[src/rtl/sequenciador_quadros.sv]
// Frame sequencer: walks each display frame byte by byte and picks the animation frame index.
// Optional MORTO_HOLD_EN: the MORTO animation plays once and holds its last frame.
module sequenciador_quadros #(
   parameter int FRAME_BYTES     = 1024,
   parameter int FRAMES_PER_STEP = 8
) (
   input  logic       clk,
   input  logic       rst,
   input  logic       enable,
   input  logic [4:0] estado,
   input  logic       byte_ready,
   output logic [9:0] byte_counter,
   output logic [2:0] frame_index,
   output logic [4:0] estado_frame,
   output logic       byte_valid,
   output logic       frame_start,
   output logic       frame_done,
   output logic       busy
);

   localparam int SW = (FRAMES_PER_STEP > 1) ? $clog2(FRAMES_PER_STEP) : 1;
   localparam logic [SW-1:0] STEP_LAST = SW'(FRAMES_PER_STEP - 1);
   localparam logic [9:0] BYTE_LAST = 10'(FRAME_BYTES - 1);

   typedef enum logic [1:0] {
      S_WAIT,
      S_LOAD,
      S_FETCH,
      S_SEND
   } state_t;

   state_t        state, state_nxt;
   logic [SW-1:0] step;
   logic          first;
   logic          hs, last_hs;
   logic [3:0]    size;
   logic [2:0]    idx_nxt;

   assign byte_valid  = (state == S_SEND);
   assign frame_start = (state == S_LOAD);
   assign busy        = (state != S_WAIT);
   assign hs          = byte_valid & byte_ready;
   assign last_hs     = hs & (byte_counter == BYTE_LAST);

   // Animation length per game state; anything not one-hot falls back to IDLE.
   always_comb begin
      size = 4'd6;
      case (estado_frame)
         5'b00000: size = 4'd1;
         5'b00001: size = 4'd6;
         5'b00010: size = 4'd4;
         5'b00100: size = 4'd5;
         5'b01000: size = 4'd7;
         5'b10000: size = 4'd8;
         default:  size = 4'd6;
      endcase
   end

   always_comb begin
      idx_nxt = (({1'b0, frame_index} + 4'd1) == size) ? 3'd0
                                                        : frame_index + 3'd1;
`ifdef MORTO_HOLD_EN
      if (estado_frame == 5'b10000 && frame_index == 3'd7)
         idx_nxt = 3'd7;
`endif
   end

   always_ff @(posedge clk or posedge rst) begin
      if (rst)
         state <= S_WAIT;
      else
         state <= state_nxt;
   end

   always_comb begin
      state_nxt = state;
      unique case (state)
         S_WAIT:  if (enable) state_nxt = S_LOAD;
         S_LOAD:  state_nxt = S_FETCH;
         S_FETCH: state_nxt = S_SEND;
         S_SEND: begin
            if (last_hs)
               state_nxt = enable ? S_LOAD : S_WAIT;
            else if (hs)
               state_nxt = S_FETCH;
         end
         default: state_nxt = S_WAIT;
      endcase
   end

   always_ff @(posedge clk or posedge rst) begin
      if (rst) begin
         byte_counter <= 10'd0;
         frame_index  <= 3'd0;
         estado_frame <= 5'd0;
         step         <= '0;
         first        <= 1'b1;
         frame_done   <= 1'b0;
      end else begin
         frame_done <= last_hs;
         if (state == S_LOAD) begin
            estado_frame <= estado;
            first        <= 1'b0;
            if (first || estado != estado_frame) begin
               frame_index <= 3'd0;
               step        <= '0;
            end
         end
         if (hs)
            byte_counter <= last_hs ? 10'd0 : byte_counter + 10'd1;
         if (last_hs) begin
            if (step == STEP_LAST) begin
               step        <= '0;
               frame_index <= idx_nxt;
            end else begin
               step <= step + SW'(1);
            end
         end
      end
   end

endmodule

[config.mk]
export PLATFORM = sky130hd
export DESIGN_NAME = sequenciador_quadros
export DESIGN_NICKNAME = d
export VERILOG_FILES = /design/src/rtl/sequenciador_quadros.sv
export SDC_FILE = /design/constraint.sdc
export NUM_CORES = 1
export LEC_CHECK = 0
export CAP_MARGIN = 20
export CORE_ASPECT_RATIO = 0.5
export CORE_MARGIN = 2
export CORE_UTILIZATION = 44
export CTS_CLUSTER_SIZE = 10
export DETAILED_ROUTE_END_ITERATION = 10
export PLACE_DENSITY = 0.81
export SETUP_SLACK_MARGIN = 0.02
export SYNTH_ARGS = -nofsm -noshare
export SYNTH_HDL_FRONTEND = slang
export SYNTH_SLANG_ARGS = --single-unit
[constraint.sdc]
create_clock -name clk -period 1.9 [get_ports clk]
set_input_delay 0.57 -clock clk [delete_from_list [all_inputs] [get_ports clk]]
set_output_delay 0.57 -clock clk [all_outputs]
set_load 0.05 [all_outputs]
==> results of run 1 <==
## worst reg2reg max path, cell delays in order (launching register included)
cell and delay (ps):
sky130_fd_sc_hd__dfrtp_2 450, sky130_fd_sc_hd__ha_4 310, sky130_fd_sc_hd__or3b_4 390, sky130_fd_sc_hd__mux2i_4 180
sky130_fd_sc_hd__a2111oi_4 70, sky130_fd_sc_hd__nand3_2 120, sky130_fd_sc_hd__nand3_1 80, sky130_fd_sc_hd__o21ai_1 130
## routing by layer
| metal | track usage (%) | share of wire (%) |
|---|---|---|
| met3 | 3.66 | 2.8 |
| met5 | 0 | 0 |
| met4 | 7.46 | 0.96 |
| met2 | 38.5 | 53 |
| met1 | 24.7 | 44 |
## cell usage in the layout (no fill, tap or decap), types with 2 or more instances in the layout
cell type                          n
sky130_fd_sc_hd__and2_1            2
sky130_fd_sc_hd__buf_12           15
sky130_fd_sc_hd__and3_4            2
sky130_fd_sc_hd__xnor2_1           9
sky130_fd_sc_hd__nand2_1          21
sky130_fd_sc_hd__dfrtp_1          18
sky130_fd_sc_hd__dfrtp_2           6
sky130_fd_sc_hd__nor3_1            2
sky130_fd_sc_hd__o21ai_0           6
sky130_fd_sc_hd__xor2_1            3
sky130_fd_sc_hd__ha_1              3
sky130_fd_sc_hd__buf_4            27
sky130_fd_sc_hd__clkbuf_8          3
sky130_fd_sc_hd__o21ai_1           3
sky130_fd_sc_hd__nand4_1           3
sky130_fd_sc_hd__nand3_1           7
sky130_fd_sc_hd__inv_1             4
sky130_fd_sc_hd__nor2_1            7
sky130_fd_sc_hd__clkdlybuf4s50_1   6
sky130_fd_sc_hd__mux2_2            3
sky130_fd_sc_hd__nor2b_1           3
## flip-flops by register name (all words and copies together) (netlist names)
signal and count:
estado_frame 5, frame_index 3, first 1, state 2, frame_done 1, byte_counter 10, step 3
## cell families after synthesis
group                      share of synthesized area [%]
muxes                                               3.35
DFF                                                 48.0
AOI/OAI and AO/OA                                   10.5
and+or+nand+nor                                     23.2
adders and majority gates                           4.60
buffers and inverters                               2.30
xor gates and xnor gates                            8.05
## power groups by stage
stage          Sequential, mW  Clock [mW]  Combinational (mW)
6_report                0.712       0.318               0.794
3_5_place_dp            0.722           0               0.748
4_1_cts                 0.711       0.321               0.751
3_3_place_gp            0.718           0               0.739
2_1_floorplan           0.932           0               0.155
5_1_grt                 0.723       0.355               0.832
## cell type report
type | instances | share of cell area, %
repair buffers | 51 | 29.1
well taps | 37 | 2.26
flip-flops and latches | 25 | 31.0
multi-input cells | 98 | 34.6
inverters | 4 | 0.734
clock inverters | 1 | 0.245
clock buffers | 3 | 2.02
## repair_timing
action	in CTS	in global routing
gates resized for setup	3	14
endpoints found under the setup margin	3	7
pin swaps	0	5
setup buffers	3	6
endpoints found under the hold margin	0	0
cloned	0	0
## per-stage QoR
stage | setup slack [ps] | TNS, ps | area, µm² | utilization, %
detailed placement | -342 | -3500 | 1880 | 69.6
floorplan | 22.7 | 0 | 1320 | -
global route | 11.8 | 0 | 2040 | 75.7
global placement | -247 | -2560 | 1880 | 69.6
finish | 77.4 | 0 | 2040 | 75.7
CTS | 43.5 | 0 | 1950 | 72.3
## worst paths after layout
check / end / slack [ps] / cells after the start
worst max-delay path: busy / 80 / 2
worst min-delay path: first$_DFFE_PP1P_ / 500 / 1
worst max register to register: frame_index[0]$_DFF_PP0_ / 100 / 7
worst min register to register: first$_DFFE_PP1P_ / 500 / 1
max in group asynchronous: estado_frame[2]$_DFFE_PP0P_ / 940 / 3
min in group asynchronous: step[0]$_DFFE_PP0P_ / 550 / 2
==> impl_metrics.yaml, run 1 <==
run_status:
  status: "finished, final reports clean"
power_and_ir_drop:
  power_switching_mw: 0.691
  power.internal_mw: 1.13
  power.switching_fraction_pct: 37.9
  power_density_mw_per_mm2: 893
  leakage_nw: 0.934
  power.share.sequential_pct: 39.0
  power_consumption_mw: 1.83
  comb_power_share_pct: 43.5
  clock_power_share_pct: 17.4
  power.ir.vdd_worst_v: 0.000756
synth:
  synth.distinct_cells: 40
  ys_seq_area_share_pct: 48.0
  mappedNetlistNets: 142
  post_synth_edffs: 0
  synthTopCellsByCount: "sky130_fd_sc_hd__dfrtp_1 (24), sky130_fd_sc_hd__nand2_1 (21), sky130_fd_sc_hd__xnor2_1 (9)"
  synth_top_area_cell: "sky130_fd_sc_hd__dfrtp_1"
  postSynthRegisterBits: 25
  yosys_most_used_dff: "sky130_fd_sc_hd__dfrtp_1"
  synth_top_area_share_pct: 46.0
  yosys-top-cells-area: "sky130_fd_sc_hd__dfrtp_1 (46%), sky130_fd_sc_hd__nand2_1 (6.0%), sky130_fd_sc_hd__xnor2_1 (6.0%)"
  ys_warn_count: 0
  syn_inst: 129
  postSynthAreaPerCell_um2: 10.1
  synthArstFlopShare_pct: 100
  synthesis.area_mm2: 0.00131
  synth.most_common_cell: "sky130_fd_sc_hd__dfrtp_1"
setup_path:
  worstSetupStartpoint: "state[0]$_DFFE_PP0P_"
  setup.worst_path.end_class: "output port"
  timing.critical_path.cells: "or2_2 -> buf_4"
  path_buf_inv: 1
  crit_path_top_delay_cell: "sky130_fd_sc_hd__dfrtp_1"
  critical_path_required_ps: 1330
  critPathTopFamily: "flip-flops"
  path_max_fanout: 7
  critical_setup_path_class: "reg2out"
  timing.rr.start: "frame_index[1]$_DFF_PP0_"
  critical_path.max_stage_delay_ps: 470
  data_arrival_time_of_the_worst_path_ps: 1250
  crit_path_start_kind: "flip-flop"
floorplan:
  initial_core_utilization_pct: 48.4
  design.portCount: 31
  floorplan.die.width_um: 81.1
  design.core.area_mm2: 0.00270
  die_h_um: 42.5
  rows: 13
  fp.dieArea_mm2: 0.00345
min_path:
  hold_class: "reg2reg"
  hold_path_startpoint: "first$_DFFE_PP1P_"
cts:
  cts_tree: "done"
  clk_path_buf_depth: 2
  post_cts_hold_buffer_count: 0
  cts-htree-levels: 1
  clock-root-buffer: "sky130_fd_sc_hd__clkbuf_8"
  clk_pin_slew_ps: 90
  cts_made_buffers: 3
  numClockSinks: 25
  clock_insertion_delay_worst_skew_ps: 270
layout:
  area.growth.synth_to_final_pct: 56.5
  layout.nets: 196
  post_route_cells_drive_above_1_share_pct: 38.5
  multi_input_combinational_cell_area_um2: 707
  fill_cells: 181
  num_antenna_cells: 0
  fin_cells: 219
  seq_area_um2: 634
detailed_routing:
  drt.antenna.violating_nets: 0
  detail_route.drc_violations: 0
  drt-initial-drc-count: 37
  viasPerCell: 5.34
  vias: 1170
  finalWirelength_um: 3320
  drt_pass1_iterations: 4
  drt-wirelength-per-cell_um: 15.2
timing:
  hold_slack_ps: 501
  grt_setup_unrepaired: "no"
  clock_period_minus_final_worst_setup_slack_ps: 1820
  timing.slew.headroom_pct: 71.3
  worst_pin_slew_ps: 426
  skew_ps: 6.09
  post-route-period-util_pct: 95.9
  finalHoldViolCount: 0
  fmax_ghz: 0.549
  slew_viol_final: 0
  finalSetupViolations: 0
place:
  placed_cells: 206
  dp_hpwl_um: 2230
  port_buffers: 30
  last_weighted_congestion_value_of_the_routability_driven_placer: 0.787
global_routing:
  grt_overflow_total: 0
  grt_pass1_wl_um: 5460
  gr-usage-all-layers_pct: 21.0
  grt_start_max_net_pins: 19
  first_global_vias: 1172
  grt_antenna_before_repair: 0
run:
  cap_violations: 0
No activity file was read; power rests on OpenSTA's default activity.
==> inputs of run 2 (changes only) <==
--- a/config.mk
+++ b/config.mk
@@ -11,6 +11,7 @@
 export CORE_UTILIZATION = 44
 export CTS_CLUSTER_SIZE = 10
 export DETAILED_ROUTE_END_ITERATION = 10
+export GPL_TIMING_DRIVEN = 0
 export PLACE_DENSITY = 0.81
 export SETUP_SLACK_MARGIN = 0.02
 export SYNTH_ARGS = -nofsm -noshare
==> run 2 against run 1 <==
  * Worst setup slack worse by 12 ps
  * Largest power group is now sequential cells
  * Sequential share of layout area is 4.5 points higher
  * Critical path depth is 1 higher
  * Register-to-register slack better by 40 ps
  * Global-route usage is 3.1 points lower
  * Count of clock-buffer cells in the layout stayed put
  * Cell count is 6.8% lower
  * Wire length is 19% lower
==> impl_metrics.yaml, run 2 (synthesis results as in run 1) <==
run_status:
  status: "finished, final reports clean"
floorplan:
  design.core.area_mm2: 0.00270
  fp.dieArea_mm2: 0.00345
  rows: 13
  initial_core_utilization_pct: 48.4
  die_h_um: 42.5
  design.portCount: 31
  floorplan.die.width_um: 81.1
timing:
  clock_period_minus_final_worst_setup_slack_ps: 1830
  finalHoldViolCount: 0
  finalSetupViolations: 0
  worst_pin_slew_ps: 504
  skew_ps: 3.43
  hold_slack_ps: 507
  slew_viol_final: 0
  post-route-period-util_pct: 96.5
  layout_setup_ws_ps: 65.7
  timing.slew.headroom_pct: 66.6
  fmax_ghz: 0.545
  setup_tns_ps: 0
setup_path:
  timing.reg2reg.worst_path_depth: 7
  setup.worst_path.end_class: "output port"
  timing.rr.start: "frame_index[0]$_DFF_PP0_"
  setup.reg_to_reg.worst_slack_ps: 140
  crit_path_start_kind: "flip-flop"
  critical_setup_path_class: "reg2out"
  data_arrival_time_of_the_worst_path_ps: 1260
  critical_path_required_ps: 1330
  capture_instance_of_the_worst_register_to_register_path: "frame_index[0]$_DFF_PP0_"
  path_max_fanout: 10
layout:
  fill_cells: 232
  area.growth.synth_to_final_pct: 35.7
  reg_top3: "byte_counter x10, estado_frame x5"
  post_route_cells_drive_above_1_share_pct: 20.4
  num_antenna_cells: 0
  layout.nets: 181
  fin_cells: 204
  max_flop_register: "byte_counter"
  largest_register_ffs: 10
  layout.cells.most_common_list: "sky130_fd_sc_hd__nand2_1 (21), sky130_fd_sc_hd__dfrtp_1 (21), sky130_fd_sc_hd__dlygate4sd2_1 (13)"
detailed_routing:
  viasPerCell: 5.34
  detail_route.drc_violations: 0
  drt-wirelength-per-cell_um: 13.2
  finalWirelength_um: 2700
  vias: 1090
  drt_pass1_iterations: 4
  drt.antenna.violating_nets: 0
  drt-initial-drc-count: 58
min_path:
  hold_class: "in2async"
place:
  port_buffers: 30
  placed_cells: 196
  last_weighted_congestion_value_of_the_routability_driven_placer: 0.750
  dp_hpwl_um: 1900
  dp_worst_setup_slack_ps: -458
power_and_ir_drop:
  power_density_mw_per_mm2: 876
  power.ir.vdd_worst_v: 0.000962
  power_consumption_mw: 1.55
  leakage_nw: 0.862
global_routing:
  grt_start_max_net_pins: 26
  grt_antenna_before_repair: 0
  grt_pass1_wl_um: 4740
  first_global_vias: 1060
  gr-usage-all-layers_pct: 17.9
  grt_overflow_total: 0
cts:
  clk_pin_slew_ps: 90
  cts_tree: "done"
  cts_made_buffers: 3
  numClockSinks: 25
  clock_insertion_delay_worst_skew_ps: 270
  cts-htree-levels: 1
  clk_path_buf_depth: 2
  clock-root-buffer: "sky130_fd_sc_hd__clkbuf_8"
run:
  cap_violations: 0
run 2: through the flow:
stage	utilization, %	instance area [µm²]
final	65.7	1770
after global routing	65.7	1770
after CTS	63.6	1720
after detailed placement	61.9	1670
after global placement	61.9	1670
after floorplan	-	1320
run 2: final cells by class:
class                   count  area [µm²]  area share (%)
flip-flops and latches     25         631            35.6
repair buffers             34         324            18.3
well taps                  37        46.3            2.61
clock buffers               3        41.3            2.33
inverters                   4        15.0           0.847
clock inverters             1        7.51           0.423
plain buffers               2        18.8            1.06
multi-input cells          98         689            38.9
run 2: metal layers:
metal / track usage (%) / routed length, µm / up-vias
li1: - / - / 529
met4: 3.05 / 12 / 0
met5: 0 / 0 / -
met1: 24.1 / 1300 / 544
met2: 30.1 / 1290 / 15
met3: 3.88 / 91 / 2
run 2: worst max path at each step:
stage / start / endpoint / slack, ps / cells past startpoint
4_1_cts: state[0]$_DFFE_PP0P_ / frame_start / -10 / 3
2_1_floorplan: state[0]$_DFFE_PP0P_ / frame_index[0]$_DFF_PP0_ / 20 / 6
3_5_place_dp: state[0]$_DFFE_PP0P_ / frame_start / -460 / 3
3_3_place_gp: state[0]$_DFFE_PP0P_ / frame_start / -440 / 3
6_report: state[1]$_DFFE_PP0P_ / frame_start / 70 / 3
5_1_grt: state[1]$_DFFE_PP0P_ / frame_start / -20 / 3
run 2: repair_timing:
action | CTS | global route
pin swaps | 0 | 4
cloned | 1 | 0
hold endpoints to repair | 0 | 0
buffers inserted | 1 | 1
resized for setup | 41 | 19
hold buffers | 0 | 0
setup endpoints to repair | 35 | 10
run 2: critical path: stages (launching register included):
cell                       delay (ps)
sky130_fd_sc_hd__dfrtp_1          450
sky130_fd_sc_hd__nor2b_1          150
sky130_fd_sc_hd__clkbuf_4         220
sky130_fd_sc_hd__buf_6            180
run 2: power breakdown:
group          switching, mW  internal (mW)  leakage [nW]
Clock                  0.167          0.148        0.0217
Sequential            0.0986          0.601         0.316
Combinational          0.363          0.175         0.525
